## config.mk

```make
export PLATFORM = sky130hd
export DESIGN_NAME = booth_mult_seq_flat
export DESIGN_NICKNAME = d
export VERILOG_FILES = /design/src/rtl/booth_mult_seq_if.sv /design/src/rtl/booth_mult_seq.sv /design/src/flat_wrapper.sv
export SDC_FILE = /design/constraint.sdc
export NUM_CORES = 1
export LEC_CHECK = 0
export ABC_AREA = 1
export ABC_CLOCK_PERIOD_IN_PS = 3130
export CORE_MARGIN = 8
export CORE_UTILIZATION = 58
export DETAILED_ROUTE_END_ITERATION = 10
export DONT_BUFFER_PORTS = 1
export HOLD_SLACK_MARGIN = 0.12
export PLACE_DENSITY_LB_ADDON = 0.08
export SETUP_SLACK_MARGIN = 0.15
export SYNTH_ARGS = -nofsm -noshare
export SYNTH_HDL_FRONTEND = slang
export SYNTH_SLANG_ARGS = --single-unit
```

## constraint.sdc

```tcl
create_clock -name clk -period 3.13 [get_ports clk]
set_clock_uncertainty 0.05 [all_clocks]
set_input_delay 0.626 -clock clk [delete_from_list [all_inputs] [get_ports clk]]
set_output_delay 0.626 -clock clk [all_outputs]
set_load 0.02 [all_outputs]
```

## src/rtl/booth_mult_seq_if.sv

```systemverilog
// Handshake bundle for booth_mult_seq: operand/mode input channel, product output channel and busy.
interface booth_mult_seq_if #(
  parameter int WIDTH = 32
);
  logic               in_valid;
  logic               in_ready;
  logic [WIDTH-1:0]   multiplicand;
  logic [WIDTH-1:0]   multiplier;
  logic               is_signed;
  logic               out_valid;
  logic               out_ready;
  logic [2*WIDTH-1:0] product;
  logic               busy;

  modport master (
    output in_valid, multiplicand, multiplier, is_signed, out_ready,
    input  in_ready, out_valid, product, busy
  );

  modport slave (
    input  in_valid, multiplicand, multiplier, is_signed, out_ready,
    output in_ready, out_valid, product, busy
  );
endinterface

```

## src/rtl/booth_mult_seq.sv

```systemverilog
// Sequential radix-2 Booth multiplier, signed or unsigned per operation, valid/ready on both sides.
// Optional BOOTH_EARLY_TERM_EN: a zero operand skips CALC and goes straight to DONE with product 0.
module booth_mult_seq #(
  parameter int WIDTH = 32
) (
  input logic           clk,
  input logic           rst,
  booth_mult_seq_if.slave bus
);
  localparam int W  = WIDTH + 1;
  localparam int CW = $clog2(W + 1);

  localparam logic [1:0] IDLE = 2'd0;
  localparam logic [1:0] CALC = 2'd1;
  localparam logic [1:0] DONE = 2'd2;

  logic [1:0]         state;
  logic [W:0]         a;
  logic [W-1:0]       q;
  logic               q1;
  logic [W-1:0]       m;
  logic [CW-1:0]      count;
  logic [2*WIDTH-1:0] product_r;

  logic [W-1:0]       mc_ext;
  logic [W-1:0]       mp_ext;
  logic [W:0]         m_ext;
  logic [W:0]         a_sum;
  logic [W:0]         a_next;
  logic [W-1:0]       q_next;

  // Operands widen by one bit so the unsigned range also fits a signed W-bit Booth recoding.
  assign mc_ext = {bus.is_signed & bus.multiplicand[WIDTH-1], bus.multiplicand};
  assign mp_ext = {bus.is_signed & bus.multiplier[WIDTH-1], bus.multiplier};
  assign m_ext  = {m[W-1], m};

  always_comb begin
    a_sum = a;
    case ({q[0], q1})
      2'b01:   a_sum = a + m_ext;
      2'b10:   a_sum = a - m_ext;
      default: a_sum = a;
    endcase
  end

  assign a_next = {a_sum[W], a_sum[W:1]};
  assign q_next = {a_sum[0], q[W-1:1]};

`ifdef BOOTH_EARLY_TERM_EN
  logic zero_op;
  assign zero_op = (bus.multiplicand == '0) || (bus.multiplier == '0);
`endif

  always_ff @(posedge clk) begin
    if (rst) begin
      state     <= IDLE;
      a         <= '0;
      q         <= '0;
      q1        <= 1'b0;
      m         <= '0;
      count     <= '0;
      product_r <= '0;
    end else begin
      case (state)
        IDLE: begin
          if (bus.in_valid) begin
            a     <= '0;
            q     <= mp_ext;
            q1    <= 1'b0;
            m     <= mc_ext;
            count <= CW'(W);
`ifdef BOOTH_EARLY_TERM_EN
            if (zero_op) begin
              state     <= DONE;
              product_r <= '0;
            end else begin
              state <= CALC;
            end
`else
            state <= CALC;
`endif
          end
        end
        CALC: begin
          a     <= a_next;
          q     <= q_next;
          q1    <= q[0];
          count <= count - CW'(1);
          // Last step: capture the product from the shifted value that is being written this cycle.
          if (count == CW'(1)) begin
            state     <= DONE;
            product_r <= {a_next[WIDTH-2:0], q_next};
          end
        end
        DONE: begin
          if (bus.out_ready) state <= IDLE;
        end
        default: state <= IDLE;
      endcase
    end
  end

  assign bus.in_ready  = (state == IDLE);
  assign bus.out_valid = (state == DONE);
  assign bus.busy      = (state != IDLE);
  assign bus.product   = product_r;
endmodule

```

## src/flat_wrapper.sv

```systemverilog
// flat-port wrapper written by rule: the top's interface ports become plain ports
module booth_mult_seq_flat 
#(
  parameter int WIDTH = 32
)
  (clk, rst, bus_in_valid, bus_multiplicand, bus_multiplier, bus_is_signed, bus_out_ready, bus_in_ready, bus_out_valid, bus_product, bus_busy);
  booth_mult_seq_if #(.WIDTH(WIDTH)) bus_i ();
  input logic clk;
  input logic rst;
  input wire logic [$bits(bus_i.in_valid)-1:0] bus_in_valid;
  input wire logic [$bits(bus_i.multiplicand)-1:0] bus_multiplicand;
  input wire logic [$bits(bus_i.multiplier)-1:0] bus_multiplier;
  input wire logic [$bits(bus_i.is_signed)-1:0] bus_is_signed;
  input wire logic [$bits(bus_i.out_ready)-1:0] bus_out_ready;
  output wire logic [$bits(bus_i.in_ready)-1:0] bus_in_ready;
  output wire logic [$bits(bus_i.out_valid)-1:0] bus_out_valid;
  output wire logic [$bits(bus_i.product)-1:0] bus_product;
  output wire logic [$bits(bus_i.busy)-1:0] bus_busy;
  assign bus_i.in_valid = bus_in_valid;
  assign bus_i.multiplicand = bus_multiplicand;
  assign bus_i.multiplier = bus_multiplier;
  assign bus_i.is_signed = bus_is_signed;
  assign bus_i.out_ready = bus_out_ready;
  assign bus_in_ready = bus_i.in_ready;
  assign bus_out_valid = bus_i.out_valid;
  assign bus_product = bus_i.product;
  assign bus_busy = bus_i.busy;
  booth_mult_seq #(.WIDTH(WIDTH)) u_core (.clk(clk), .rst(rst), .bus(bus_i));
endmodule
```

==> flow_summary.yaml <==
critical_path:
  endpoint: "u_core.bus.product[63]$_SDFFE_PP0P_"
  r2r_cells: 23
  critical_path.max_fanout: 5
  crit_top_cell: "nand2_1"
  critical_path.startpoint_type: "register"
  crit_required_ps: 3420
  worstPathBufferInverterCount: 2
  arrival_ps: 3500
  crit_path_end_kind: "register"
  cp_num_cells: 23
  reg2reg_slack_ps: -80
  critPathSlowestCell: "ha_2"
  reg2reg_to: "u_core.bus.product[63]$_SDFFE_PP0P_"
  cpPeakStageDelay_ps: 350
  crit_family: "simple AND/OR/NAND/NOR gates"
  crit_start: "u_core.m[1]$_SDFFE_PP0P_"
  r2r_start: "u_core.m[1]$_SDFFE_PP0P_"
  crit_chain: "inv_2 > ha_4 > nand3_4 > nor2_4 > nand2_2 > o21ai_4 > nand2_4 > or2_4 > a21oi_2 > xor2_1 > ha_2 > nand2_2 > nor2_1 > nor2_1 > nand2_1 > a21oi_2 > nand2_1 > nand2_1 > nand3_2 > nand2_2 > nand2_1 > nand2_1 > inv_1"
  criticalPathCategory: "register to register"
power_and_ir_drop:
  combPwrFrac: 0.313
  p_switching_w: 0.00250
  power.density_nw_per_um2: 528
  seqPwrFrac: 0.367
  finalPower_w: 0.00676
  power.clock.fraction: 0.320
  peakVddDrop_v: 0.000429
  total_leakage_power_nw: 5.83
  internal_power_w: 0.00426
  p_sw_frac: 0.370
global_route:
  met1_usage: 0.378
  grt_start_max_net_pins: 123
  overflow: 0
  met3_usage: 0.0468
  first_global_vias: 9293
  gr-usage-met2: 0.408
  grt_pass1_wl_um: 47800
  grt_use_total: 0.270
  grt_busiest_layer: "met2"
  antenna_found_initial: 0
detailed_routing:
  ant_nets: 0
  vias: 10400
  first_iter_violations: 839
  firstDrtPassIters: 6
  wirelength_um: 32100
  wire_per_inst_um: 16.8
  via_per_inst: 5.43
  drc_errors: 0
final_layout:
  fillers: 1426
  syn_to_final_growth_pct: 26.6
  drive_gt1_frac: 0.251
  nNetsFinal: 1785
  fin_area_um2: 12800
  final_cells: 1916
  num_antenna_cells: 0
yosys:
  syn_area_um2: 10100
  syn_avg_cell_area_um2: 6.26
  ys_async_sr_fraction: 0
  ys_warn_count: 0
  synth_compound_area_frac: 0.137
  synth_top_area_share: 0.341
  synth_ff_type: "dfxtp_1"
  synth_fp_nets: 1723
  synth_top_family_by_area: "simple AND/OR/NAND/NOR gates"
  synthCells: 1616
  synth_area_leaders: "dfxtp_1 (34%), nand2_1 (21%), inv_1 (7.8%)"
  ys_types: 39
  yosysTopAreaCell: "dfxtp_1"
  yosysMostFrequentCell: "nand2_1"
  synth_xor_area_frac: 0.0355
  ys_seq_area_frac: 0.341
  synth-edff-count: 0
  synth-adder-area-share: 0.0478
  synth_common_cells: "nand2_1 (554), inv_1 (211), dfxtp_1 (172)"
  synth.area.mux_share: 0
  yosys.area_share.simple: 0.332
  synth_seq_cells: 172
sta:
  hold_viol: 0
  tightest_slew_ps: 812
  drv_slew: 0
  timing.fmax_ghz: 0.311
  worst_slack_ps: -82.8
  finalCritPeriodShare: 1.03
  rsz0062_at_grt: "true"
  fin_crit_ps: 3210
  maxSlewHeadroom: 0.457
  finalSetupViolCount: 4
cts:
  clock_latency_ps: 440
  ctsHtreeMaxLevel: 4
  cts_buffers: 17
  cts_buffer_depth: 2
  cts_hold_buf: 0
  clk_pin_slew_ps: 80
  root_buffer: "clkbuf_16"
  numClockSinks: 172
  cts_tree: "built"
placement:
  place_ws_ps: -241
  gp_congestion: 0.964
  portBuffers: 0
  place_area_um2: 10800
  dp.cells: 1861
  hpwl_um: 21800
floorplanning:
  ioPinCount: 136
  rows: 48
  initial_core_util: 0.589
  die_h_um: 148
  die_width_um: 148
  core_area_um2: 17200
  dieArea_um2: 21900
outcome:
  status: "finished, violations left"
  violations: "setup timing"
min_path:
  hold_class: "primary input to register"
flow_run:
  drv_cap: 0
-- per-layer routing --
layer  part of all wire  routed length (um)
met1               0.45               14400
met2               0.46               14700
met3              0.065                2080
met4              0.031                 981
met5                  0                   0
-- worst min path at each step --
stage                                  from                      endpoint  slack [ps]  depth (start not counted)
3_3_place_gp   u_core.count[1]$_SDFFE_PP0P_  u_core.count[1]$_SDFFE_PP0P_         400                          2
5_1_grt                                 rst      u_core.a[9]$_SDFFE_PP0P_         200                          1
4_1_cts                                 rst     u_core.a[15]$_SDFFE_PP0P_         200                          1
2_1_floorplan  u_core.count[1]$_SDFFE_PP0P_  u_core.count[1]$_SDFFE_PP0P_         390                          2
6_report                                rst      u_core.a[5]$_SDFFE_PP0P_         220                          1
3_5_place_dp   u_core.count[5]$_SDFFE_PP0P_  u_core.count[5]$_SDFFE_PP0P_         410                          1
-- power groups by stage --
stage               Clock (W)  Sequential (W)  Combinational [W]
floorplan                   0         0.00249            0.00108
global placement            0         0.00252            0.00155
detailed placement          0         0.00252            0.00157
CTS                   0.00218         0.00247            0.00166
global route          0.00228         0.00250            0.00230
finish                0.00217         0.00248            0.00212
-- stage by stage --
| stage | hold slack, ps | util | setup TNS (ps) |
|---|---|---|---|
| final | 215 | 0.745 | -116 |
| after global routing | 201 | 0.745 | -2870 |
| after CTS | 197 | 0.679 | -919 |
| after detailed placement | 406 | 0.628 | -2770 |
| after global placement | 396 | 0.628 | -1610 |
| after floorplan | 391 | - | 0 |
-- state kept, by name (all words and copies together) (netlist names) --
signal / count
u_core.q1: 1
u_core.bus.product: 64
u_core.count: 6
u_core.a: 33
u_core.m: 33
u_core.q: 33
u_core.state: 2
-- cells by family after synthesis --
logic type                 after synthesis
adders and majority gates               38
AOI/OAI and AO/OA                      252
and+or+nand+nor                        830
buffers and inverters                  283
DFF                                    172
xor gates and xnor gates                41
-- cells in the final DEF (no fill, tap or decap), drive strengths merged, types with 2 or more instances in the layout --
cell and instances:
o211ai 2, clkbuf 18, ha 37, nor3 11, nand2 556, clkinv 6
or2 24, xor2 28, nor2 154, o22ai 7, a211oi 5, xnor2 13
nand3b 2, inv 223, nand4 8, a221oi 3, nand3 72, o21ai 68
dfxtp 172, buf 110, and2 3, a21oi 128, a31oi 34
-- timing repair --
item / 4_1_cts / 5_1_grt
buffers inserted: 6 / 17
pin swaps: 25 / 81
endpoints found under the setup margin: 49 / 50
resized for setup: 60 / 255
-- cell type report --
| cell class | instances | area [um2] | area share |
|---|---|---|---|
| timing repair buffer | 110 | 857 | 0.0670 |
| sequential | 172 | 3450 | 0.269 |
| inverter | 216 | 816 | 0.0637 |
| tap | 225 | 282 | 0.0220 |
| clock buffer | 18 | 429 | 0.0335 |
| multi-input combinational | 1161 | 6790 | 0.531 |
| clock inverter | 14 | 171 | 0.0134 |
(Power assumes the default switching activity.)
